--- config.mk ---
export PLATFORM = sky130hd
export DESIGN_NAME = pwm_breather
export DESIGN_NICKNAME = d
export VERILOG_FILES = /design/src/rtl/pwm_breather_pkg.sv /design/src/rtl/pwm_breather_edge_sync.sv /design/src/rtl/pwm_breather.sv
export SDC_FILE = /design/constraint.sdc
export NUM_CORES = 1
export LEC_CHECK = 0
export CORE_ASPECT_RATIO = 1.5
export CORE_MARGIN = 5
export CORE_UTILIZATION = 40
export DETAILED_ROUTE_END_ITERATION = 12
export PLACE_DENSITY_LB_ADDON = 0.2
export SLEW_MARGIN = 40
export SYNTH_ARGS = -nofsm -noshare
export SYNTH_HDL_FRONTEND = slang
export SYNTH_SLANG_ARGS = --single-unit
--- constraint.sdc ---
create_clock -name clk -period 1.9 [get_ports clk]
set_input_delay 0.475 -clock clk [delete_from_list [all_inputs] [get_ports clk]]
set_output_delay 0.475 -clock clk [all_outputs]
set_load 0.05 [all_outputs]
--- src/rtl/pwm_breather_pkg.sv ---
// Shared types for the LED breathing PWM block.
// The state encoding is visible on the `state` port, so the values are fixed.
package pwm_breather_pkg;

    localparam int STATE_W = 3;

    typedef enum logic [STATE_W-1:0] {
        IDLE    = 3'd0,
        UP      = 3'd1,
        HOLD_HI = 3'd2,
        DOWN    = 3'd3,
        HOLD_LO = 3'd4
    } state_e;

endpackage

--- src/rtl/pwm_breather_edge_sync.sv ---
// Two-flop synchronizer plus rising-edge detector for a slow divider output.
// Produces a registered single-cycle pulse in the clk domain.
module edge_sync (
    input  logic clk,
    input  logic rst,
    input  logic d_i,
    output logic pulse_o
);

    logic s1_q, s2_q, s3_q, pulse_q;

    always_ff @(posedge clk or posedge rst) begin
        if (rst) begin
            s1_q    <= 1'b0;
            s2_q    <= 1'b0;
            s3_q    <= 1'b0;
            pulse_q <= 1'b0;
        end else begin
            s1_q    <= d_i;
            s2_q    <= s1_q;
            s3_q    <= s2_q;
            // s3 only delays s2; it is never used to resolve metastability
            pulse_q <= s2_q & ~s3_q;
        end
    end

    assign pulse_o = pulse_q;

endmodule

--- src/rtl/pwm_breather.sv ---
// Breathing LED driver: a triangle ramp of the PWM duty, stepped once per
// synchronized rising edge of slow_in, feeding a free-running PWM carrier.
module pwm_breather
    import pwm_breather_pkg::*;
#(
    parameter int PWM_WIDTH  = 8,
    parameter int DUTY_MAX   = 255,
    parameter int STEP       = 1,
    parameter int HOLD_TICKS = 4
) (
    input  logic                 clk,
    input  logic                 rst,
    input  logic                 en,
    input  logic                 slow_in,
    output logic                 pwm_out,
    output logic [PWM_WIDTH-1:0] duty,
    output logic [STATE_W-1:0]   state,
    output logic                 tick,
    output logic                 peak
);

    localparam int HCW = (HOLD_TICKS > 1) ? $clog2(HOLD_TICKS) : 1;
    localparam logic [PWM_WIDTH:0]   DMAX_X    = (PWM_WIDTH+1)'(DUTY_MAX);
    localparam logic [PWM_WIDTH-1:0] DMAX_W    = PWM_WIDTH'(DUTY_MAX);
    localparam logic [PWM_WIDTH:0]   STEP_X    = (PWM_WIDTH+1)'(STEP);
    localparam logic [PWM_WIDTH-1:0] STEP_W    = PWM_WIDTH'(STEP);
    localparam logic [HCW-1:0]       HOLD_LAST = HCW'((HOLD_TICKS > 0) ? HOLD_TICKS - 1 : 0);

    state_e               state_q;
    logic [PWM_WIDTH-1:0] duty_q;
    logic [HCW-1:0]       hold_q;
    logic                 peak_q;
    logic [PWM_WIDTH-1:0] pwm_cnt_q;
    logic [PWM_WIDTH-1:0] duty_active_q;
    logic                 pwm_out_q;
    logic                 tick_w;

    logic [PWM_WIDTH:0]   up_sum;
    logic                 up_hit;
    logic                 dn_hit;
    logic [PWM_WIDTH-1:0] up_duty_d;
    logic [PWM_WIDTH-1:0] dn_duty_d;

    edge_sync u_sync (
        .clk     (clk),
        .rst     (rst),
        .d_i     (slow_in),
        .pulse_o (tick_w)
    );

    // Ramp arithmetic is one bit wider than duty so the saturation test never wraps.
    always_comb begin
        up_sum    = {1'b0, duty_q} + STEP_X;
        up_hit    = (up_sum >= DMAX_X);
        up_duty_d = up_hit ? DMAX_W : up_sum[PWM_WIDTH-1:0];
        dn_hit    = ({1'b0, duty_q} <= STEP_X);
        dn_duty_d = dn_hit ? '0 : (duty_q - STEP_W);
    end

    always_ff @(posedge clk or posedge rst) begin
        if (rst) begin
            state_q <= IDLE;
            duty_q  <= '0;
            hold_q  <= '0;
            peak_q  <= 1'b0;
        end else begin
            peak_q <= 1'b0;
            if (!en) begin
                state_q <= IDLE;
                duty_q  <= '0;
                hold_q  <= '0;
            end else begin
                case (state_q)
                    IDLE: begin
                        duty_q  <= '0;
                        state_q <= UP;
                    end
                    UP: if (tick_w) begin
                        duty_q <= up_duty_d;
                        if (up_hit) begin
                            peak_q  <= 1'b1;
                            hold_q  <= '0;
                            state_q <= (HOLD_TICKS == 0) ? DOWN : HOLD_HI;
                        end
                    end
                    HOLD_HI: if (tick_w) begin
                        if (hold_q == HOLD_LAST) begin
                            hold_q  <= '0;
                            state_q <= DOWN;
                        end else begin
                            hold_q <= hold_q + HCW'(1);
                        end
                    end
                    DOWN: if (tick_w) begin
                        duty_q <= dn_duty_d;
                        if (dn_hit) begin
                            hold_q  <= '0;
                            state_q <= (HOLD_TICKS == 0) ? UP : HOLD_LO;
                        end
                    end
                    HOLD_LO: if (tick_w) begin
                        if (hold_q == HOLD_LAST) begin
                            hold_q  <= '0;
                            state_q <= UP;
                        end else begin
                            hold_q <= hold_q + HCW'(1);
                        end
                    end
                    default: begin
                        state_q <= IDLE;
                        duty_q  <= '0;
                        hold_q  <= '0;
                    end
                endcase
            end
        end
    end

    // Duty is latched only at the carrier wrap so a period is never cut short.
    always_ff @(posedge clk or posedge rst) begin
        if (rst) begin
            pwm_cnt_q     <= '0;
            duty_active_q <= '0;
            pwm_out_q     <= 1'b0;
        end else begin
            pwm_cnt_q <= pwm_cnt_q + PWM_WIDTH'(1);
            if (pwm_cnt_q == {PWM_WIDTH{1'b1}})
                duty_active_q <= duty_q;
            pwm_out_q <= en & (pwm_cnt_q < duty_active_q);
        end
    end

    assign pwm_out = pwm_out_q;
    assign duty    = duty_q;
    assign state   = state_q;
    assign tick    = tick_w;
    assign peak    = peak_q;

endmodule

==> results of run 1 <==
[cells in the final DEF, fill, tap and decap left out, types with 4 or more instances in the layout]
cell type   n
nand4_1     5
dfrtp_1    26
nand3_1     6
nor3_1      6
dfrtp_2     8
ha_1       11
nor2_1     10
nand2_1    24
o21ai_1     4
a21o_1      6
a21oi_1     7
inv_1      12
buf_12      6
nand3_2     4
clkbuf_8    5
xnor2_1     8
buf_4      60
o21ai_0    15
[logic make-up after synthesis]
| logic type | count (synthesis) |
|---|---|
| AO/OA/AOI/OAI | 72 |
| XOR/XNOR | 11 |
| adder cells (fa/ha/maj) | 13 |
| buffers and inverters | 32 |
| flip-flops | 35 |
| multiplexers | 3 |
| AND/OR/NAND/NOR | 79 |
[layer usage]
metal	wire, µm	global-route usage	vias to the layer above
met5	0	0	-
met4	247	0.110	0
met3	182	0.0325	19
met2	3130	0.312	40
met1	2380	0.183	1001
li1	-	-	1018
[report_power, final]
part | leakage, nW | switching, mW | internal, mW | total, mW
logic | 0.829 | 0.976 | 0.794 | 1.77
registers | 0.448 | 0.0877 | 0.809 | 0.896
clock network | 0.0581 | 0.288 | 0.390 | 0.678
total | 1.33 | 1.35 | 1.99 | 3.34
[cells in the mapped netlist (all sizes together), types with 2 or more instances]
| library cell | number |
|---|---|
| nor2 | 13 |
| dfrtp | 35 |
| a31oi | 3 |
| nor3 | 7 |
| o311ai | 2 |
| buf | 4 |
| nand2 | 25 |
| o221a | 3 |
| a21oi | 9 |
| o211ai | 3 |
| clkbuf | 14 |
| inv | 14 |
| a221oi | 3 |
| o21ai | 19 |
| and2 | 2 |
| o31a | 2 |
| a211oi | 3 |
| or3 | 4 |
| mux2i | 2 |
| and4 | 2 |
| xnor2 | 8 |
| ha | 13 |
| o31ai | 2 |
| nand3 | 10 |
| xor2 | 3 |
| nor4 | 2 |
| a311o | 2 |
| nand4 | 5 |
| a21o | 6 |
| a22oi | 3 |
| o32ai | 3 |
[layout make-up]
| type | count | area, µm² |
|---|---|---|
| fillers | 485 | 2380 |
| flip-flops and latches | 35 | 890 |
| multi-input cells | 178 | 1370 |
| clock buffers | 5 | 68.8 |
| clock inverters | 3 | 43.8 |
| well taps | 70 | 87.6 |
| repair buffers | 69 | 601 |
| inverters | 14 | 52.6 |
[worst register-to-register path: stages (launching register included)]
cell and delay [ns]:
dfrtp_4 0.52, ha_4 0.20, nand4_1 0.09, o21ai_1 0.07, a21o_1 0.22, a2111oi_4 0.46, buf_4 0.19, a211oi_2 0.04
o32ai_1 0.22
[final timing paths]
path / slack [ns] / end / depth (start not counted) / start
max in group asynchronous: 0.97 / duty[0] / 3 / rst
min: 0.36 / u_sync.s2_q / 0 / u_sync.s1_q
max: -0.21 / duty[7] / 8 / duty[0]
max reg2reg: -0.21 / duty[7] / 8 / duty[0]
min reg2reg: 0.36 / u_sync.s2_q / 0 / u_sync.s1_q
min in group asynchronous: 0.57 / duty_active_q[5] / 3 / rst
[timing repair]
| action | CTS | global route |
|---|---|---|
| buffers inserted | 3 | 2 |
| setup endpoints to repair | 13 | 14 |
| pin swaps | 4 | 5 |
| resized for setup | 11 | 9 |
| gates cloned | 0 | 0 |
[state kept, by name, indices dropped and copies added, names as in the netlist, 2 cells and up]
name,flops
duty_active_q,8
pwm_cnt_q,8
duty,8
state,3
hold_q,2
[through the flow]
| stage | hold WS (ns) | instances | utilization | TNS [ns] | cell area [µm²] |
|---|---|---|---|---|---|
| after CTS | 0.364 | 373 | 0.558 | -1.48 | 3060 |
| after detailed placement | 0.348 | 362 | 0.523 | -1.83 | 2870 |
| final | 0.358 | 374 | 0.567 | -1.55 | 3110 |
| after global routing | 0.371 | 374 | 0.567 | -2.44 | 3110 |
| after floorplan | 0.331 | 245 | - | -1.91 | 2310 |
| after global placement | 0.338 | 362 | 0.523 | -1.64 | 2870 |
==> impl_metrics.json, run 1 <==
{
  "cts.clk_slew.worst_paths_ns": 0.08,
  "cts_htree_levels": 2,
  "vias": 2078,
  "grt_start_max_net_pins": 36,
  "drcViolationCount": 0,
  "ioPinCount": 18,
  "setup_viol": 11,
  "viasPerCell": 5.56,
  "finalPower_mw": 3.34,
  "clk_latency_ns": 0.30,
  "wl_per_cell_um": 15.9,
  "post-place-ws_ns": -0.206,
  "ys_top_cells_by_area": "dfrtp_1 39%, ha_1 7.2%, nand2_1 4.2%",
  "required_ns": 2.09,
  "finalClockSkew_ns": 0.00755,
  "hpwl_mm": 4.43,
  "grt_pass1_vias": 2135,
  "path_cells": "ha_4 > nand4_1 > o21ai_1 > a21o_1 > a2111oi_4 > buf_4 > a211oi_2 > o32ai_1",
  "fin_crit_ns": 2.11,
  "async_flop_share": 1.00,
  "synth_ff_type": "dfrtp_1",
  "yosysTopAreaCell": "dfrtp_1",
  "synth_top_area_frac": 0.389,
  "powerDensity_nw_per_um2": 1070,
  "fmax_mhz": 473,
  "worst_slew_pin_slew_ns": 0.455,
  "die_x_um": 71.3,
  "synth_xor_area_frac": 0.0428,
  "yosys_warnings": 0,
  "overflow": 0,
  "critPathBufInv": 1,
  "num_antenna_cells": 0,
  "ys_ff_latch": 35,
  "first_pass_iters": 5,
  "crit_family": "compound AO/OA/AOI/OAI gates",
  "cts-root-buf": "clkbuf_8",
  "status": "finished with violations",
  "cts_tree": "built",
  "synthMuxAreaShare": 0.0139,
  "clock_tree.buffer_depth": 2,
  "relSlewSlack": 0.697,
  "routed_wl_mm": 5.93,
  "arrival_ns": 2.31,
  "violations": "negative setup slack",
  "yosys.area_share.adder": 0.0722,
  "grtUsageTotal": 0.173,
  "power.leakage_nw": 1.33,
  "crit_type": "flip-flop to flip-flop",
  "rows": 33,
  "slowest_stage": "dfrtp_4",
  "numCtsBuffers": 5,
  "synth_top_family_by_area": "compound AO/OA/AOI/OAI gates",
  "slowest_delay_ns": 0.52,
  "cp-start-kind": "flip-flop",
  "portBuffers": 17,
  "dieArea_um2": 7260,
  "fin_crit_sh": 1.11,
  "hp-class": "flip-flop to flip-flop",
  "core_area_um2": 5490,
  "cts_sinks": 35,
  "rsz0062_at_grt": "yes",
  "synth_fp_nets": 262,
  "synth_cells": 245,
  "die_h_um": 102,
  "synth-edff-count": 0,
  "timing_hold_violations_final": 0,
  "synthesis.area_um2": 2250,
  "antenna_found_initial": 0,
  "final_nets": 320,
  "synth_compound_area_frac": 0.242,
  "slew_violations": 0,
  "drt_iter0_markers": 90,
  "gp_congestion": 0.868,
  "synth.distinct_cells": 56,
  "endpoint_kind": "flip-flop",
  "fin_ws_ns": -0.213,
  "drive_above_1_share": 0.365,
  "start_util": 0.410,
  "cap_violations": 0,
  "syn_avg_cell_area_um2": 9.19,
  "peakVddDrop_mv": 0.479,
  "grt_pass1_wl_mm": 9.89,
  "seq_area_frac_synth": 0.389,
  "yosys.area_share.simple": 0.179,
  "cts_hold_buf": 0,
  "worstPathMaxFanout": 6,
  "antenna_left": 0,
  "area_growth_pct": 38.2
}
(Power assumes the default switching activity.)
==> inputs of run 2 (changes only) <==
Settings changed: REMOVE_ABC_BUFFERS from default to 1, SETUP_SLACK_MARGIN from default to 0.4.
==> run 2 against run 1 <==
The run still ends with negative setup slack left. Sequential share of layout area decreased by 3.9 points. Critical endpoint is now duty[0]. Register-to-register slack better by 0.03 ns. Setup slack better by 0.032 ns. Critical path depth down 1. Via count grew 8.6%. Highest routed layer unchanged. Clock-buffer cell count up 1. Design area grew 15%. Cell count is 7.5% higher. Largest cell class unchanged. Largest power group unchanged.
==> impl_metrics.json, run 2 (synthesis gave the netlist of run 1 again) <==
{
  "fin_crit_sh": 1.10,
  "die_x_um": 71.3,
  "finalClockSkew_ns": 0.00531,
  "rows": 33,
  "multi_input_area_um2": 1460,
  "dp.cells": 366,
  "ioPinCount": 18,
  "antenna_left": 0,
  "seqCellArea_um2": 881,
  "drive_above_1_share": 0.443,
  "timing_hold_violations_final": 0,
  "violations": "negative setup slack",
  "clk_latency_ns": 0.29,
  "cp-start-kind": "flip-flop",
  "relSlewSlack": 0.692,
  "cts-root-buf": "clkbuf_8",
  "final_cell_count_no_fill": 402,
  "viasPerCell": 5.61,
  "die_h_um": 102,
  "grtUsageTotal": 0.188,
  "num_antenna_cells": 0,
  "fmax_mhz": 480,
  "fin_crit_ns": 2.08,
  "post-place-ws_ns": -0.237,
  "final_nets": 348,
  "powerDensity_nw_per_um2": 1040,
  "drcViolationCount": 0,
  "drt_iter0_markers": 87,
  "final_common_cell": "buf_4",
  "endpoint_kind": "flip-flop",
  "cts_hold_buf": 0,
  "antenna_found_initial": 0,
  "hpwl_mm": 4.48,
  "grt_pass1_vias": 2216,
  "grt_pass1_wl_mm": 10.6,
  "start_util": 0.410,
  "peakVddDrop_mv": 0.680,
  "routed_wl_mm": 6.77,
  "core_area_um2": 5490,
  "gp_congestion": 0.882,
  "cts_htree_levels": 2,
  "cts_tree": "built",
  "arrival_ns": 2.30,
  "cap_violations": 0,
  "layout_common_cells": "57 x buf_4, 31 x dfrtp_1, 24 x nand2_1",
  "overflow": 0,
  "slew_violations": 0,
  "wl_per_cell_um": 16.8,
  "first_pass_iters": 4,
  "hp-class": "flip-flop to flip-flop",
  "numCtsBuffers": 5,
  "power.leakage_nw": 1.55,
  "crit_type": "flip-flop to flip-flop",
  "vias": 2257,
  "worstPathMaxFanout": 4,
  "fin_ws_ns": -0.182,
  "dieArea_um2": 7260,
  "setup_viol": 12,
  "cts.clk_slew.worst_paths_ns": 0.07,
  "required_ns": 2.12,
  "cts_sinks": 35,
  "worst_slew_pin_slew_ns": 0.462,
  "portBuffers": 17,
  "fillers": 450,
  "rsz0062_at_grt": "yes",
  "grt_start_max_net_pins": 36,
  "area_growth_pct": 58.7,
  "clock_tree.buffer_depth": 2,
  "status": "finished with violations"
}
## run 2: worst max-delay path, stage by stage (launching register included)
cell,delay [ns]
dfrtp_1,0.43
ha_4,0.19
and4_1,0.20
and4b_1,0.21
a21oi_2,0.06
a2111o_1,0.49
a311o_1,0.32
a21oi_2,0.12
## run 2: per-stage QoR
step | utilization | setup TNS [ns] | power (mW) | cell area (µm²) | hold slack [ns]
after floorplan | - | -7.10 | 1.76 | 2170 | 0.331
after global placement | 0.536 | -1.88 | 2.59 | 2940 | 0.340
after detailed placement | 0.536 | -2.39 | 2.61 | 2940 | 0.337
after CTS | 0.612 | -1.04 | 3.52 | 3360 | 0.355
after global routing | 0.651 | -2.59 | 3.89 | 3570 | 0.373
final | 0.651 | -1.35 | 3.71 | 3570 | 0.352
## run 2: metal layers
metal	up-vias	part of all wire	GRT usage
met5	-	0	0
li1	1075	-	-
met2	58	0.54	0.336
met4	0	0.045	0.110
met3	25	0.039	0.0305
met1	1099	0.37	0.208
## run 2: power by group
part	total (mW)	leakage, nW	switching [mW]	internal [mW]
sequential	0.871	0.457	0.0716	0.800
combinational	2.26	1.05	1.19	1.07
clock	0.581	0.0474	0.285	0.296
total	3.71	1.55	1.54	2.17
## run 2: final timing paths
kind                        startpoint          end  slack [ns]  cells after the start
setup / recovery               duty[1]      duty[0]       -0.18                      7
hold / removal             u_sync.s1_q  u_sync.s2_q        0.35                      0
setup reg to reg               duty[1]      duty[0]       -0.18                      7
hold reg to reg            u_sync.s1_q  u_sync.s2_q        0.35                      0
max in group asynchronous          rst      duty[0]        0.97                      3
min in group asynchronous          rst  u_sync.s1_q        0.58                      3
## run 2: final cells by class
cell class / instances / share of cell area
Multi-Input combinational cell: 178 / 0.408
Timing Repair Buffer: 97 / 0.278
Sequential cell: 35 / 0.246
Tap cell: 70 / 0.0245
Clock buffer: 6 / 0.0231
Inverter: 14 / 0.0154
Clock inverter: 2 / 0.00455
## run 2: repair_timing
item | CTS | global route
endpoints found under the hold margin | 0 | 0
setup endpoints to repair | 31 | 30
buffers inserted | 15 | 13
gates resized for setup | 52 | 30
pin swaps | 31 | 13
==> inputs of run 3 (changes only) <==
Settings changed: SETUP_SLACK_MARGIN 0.4 to 0.5, SLEW_MARGIN 40 to default.
Clock period 1.9 ns to 1.7 ns, I/O delays scaled along.
==> run 3 against run 2 <==
The flow still finishes with violations (negative setup slack). Non-clock buffer count grew 8. Sequential power rose by 11%. Sequential cell count stayed put. Largest power group unchanged. Total power increased by 8.9%. Cell count grew 2.0%.
==> impl_metrics.json, run 3 (synthesis gave the netlist of run 1 again) <==
{
  "status": "finished with violations",
  "violations": "negative setup slack",
  "rows": 33,
  "peakVddDrop_mv": 0.757,
  "reg2reg_to": "duty[3]",
  "setup_viol": 14,
  "arrival_ns": 2.26,
  "min_path_cells": 0,
  "cp-start-kind": "flip-flop",
  "crit_type": "flip-flop to flip-flop",
  "gp_congestion": 0.861,
  "reg2reg_depth": 6,
  "finalClockSkew_ns": 0.00756,
  "clock_tree.buffer_depth": 2,
  "drcViolationCount": 0,
  "layout_common_cells": "58 x buf_4, 30 x dfrtp_1, 26 x buf_6",
  "fin_crit_ns": 2.09,
  "drt_iter0_markers": 87,
  "r2r_slack_ns": -0.39,
  "cts-root-buf": "clkbuf_8",
  "vias": 2303,
  "cts_tree": "built",
  "fin_crit_sh": 1.23,
  "slew_violations": 0,
  "grt_pass1_vias": 2406,
  "cts.clk_slew.worst_paths_ns": 0.07,
  "relSlewSlack": 0.680,
  "overflow": 0,
  "slowest_delay_ns": 0.45,
  "portBuffers": 17,
  "final_nets": 356,
  "timing_hold_violations_final": 0,
  "endpoint_kind": "flip-flop",
  "critPathBufInv": 1,
  "first_pass_iters": 4,
  "drive_above_1_share": 0.503,
  "fin_ws_ns": -0.393,
  "antenna_left": 0,
  "cts_hold_buf": 0,
  "clk_latency_ns": 0.29,
  "worstPathMaxFanout": 8,
  "die_x_um": 71.3,
  "fin_setup_tns_ns": -4.23,
  "core_area_um2": 5490,
  "min_from": "u_sync.s1_q",
  "hp-class": "flip-flop to flip-flop",
  "grt_pass1_wl_mm": 11.3,
  "ioPinCount": 18,
  "dpl_cell_area_um2": 3080,
  "area_growth_pct": 66.2,
  "grt_start_max_net_pins": 36,
  "min_to": "u_sync.s2_q",
  "slowest_stage": "dfrtp_2",
  "stdcell_area_um2": 3740,
  "dieArea_um2": 7260,
  "viasPerCell": 5.62,
  "fmax_mhz": 478,
  "cts_htree_levels": 2,
  "powerDensity_nw_per_um2": 1080,
  "required_ns": 1.87,
  "crit_family": "compound AO/OA/AOI/OAI gates",
  "worst_slew_pin_slew_ns": 0.479,
  "cap_violations": 0,
  "num_antenna_cells": 0,
  "power.leakage_nw": 1.65,
  "grtUsageTotal": 0.199,
  "die_h_um": 102,
  "final_common_cell": "buf_4",
  "wl_per_cell_um": 17.1,
  "antenna_found_initial": 0,
  "hpwl_mm": 4.80,
  "routed_wl_mm": 7.00,
  "numCtsBuffers": 5,
  "finalPower_mw": 4.04,
  "cts_sinks": 35,
  "timing.rr.start": "duty[3]",
  "rsz0062_at_grt": "yes",
  "path_cells": "or3_4 > o31a_1 > buf_12 > a221oi_2 > o21ai_1 > o221a_1",
  "start_util": 0.410
}
[run 3: area by class of cell]
| cell class | count | area (µm²) |
|---|---|---|
| Inverter | 14 | 52.6 |
| Sequential cell | 35 | 882 |
| Tap cell | 70 | 87.6 |
| Timing Repair Buffer | 105 | 1100 |
| Multi-Input combinational cell | 178 | 1540 |
| Fill cell | 419 | 1750 |
| Clock buffer | 7 | 76.3 |
| Clock inverter | 1 | 5.00 |
[run 3: worst max-delay path by stage]
stage,start,cells past startpoint,endpoint,slack [ns]
3_3_place_gp,duty[0],8,duty[1],-0.40
3_5_place_dp,duty[0],8,duty[1],-0.43
5_1_grt,duty[1],8,duty[0],-0.49
6_report,duty[3],6,duty[3],-0.39
4_1_cts,duty[0],7,duty[0],-0.36
2_1_floorplan,duty[1],7,duty[0],-0.85
[run 3: metrics by stage]
stage,util,hold WS (ns),cells,worst slack [ns]
global placement,0.560,0.338,382,-0.398
global route,0.681,0.372,410,-0.493
floorplan,-,0.331,227,-0.847
CTS,0.637,0.354,401,-0.356
finish,0.681,0.351,410,-0.393
detailed placement,0.560,0.338,382,-0.430
[run 3: timing repair]
item,in CTS,in global routing
buffers inserted,11,9
endpoints found under the setup margin,37,40
endpoints found under the hold margin,0,0
pin swaps,26,22
resized for setup,71,45
[run 3: per-layer routing]
layer	GRT usage	share of wire	vias up
met4	0.107	0.038	0
met5	0	0	-
met2	0.365	0.55	60
met3	0.0364	0.031	27
li1	-	-	1097
met1	0.214	0.38	1119
[run 3: power breakdown]
group	internal, mW	switching [mW]
clock network	0.287	0.293
logic	1.22	1.27
registers	0.895	0.0737
[run 3: worst register-to-register path: stages, from the launching register on]
cell and delay, ns:
dfrtp_2 0.45, or3_4 0.41, o31a_1 0.38, buf_12 0.17, a221oi_2 0.25, o21ai_1 0.09, o221a_1 0.23
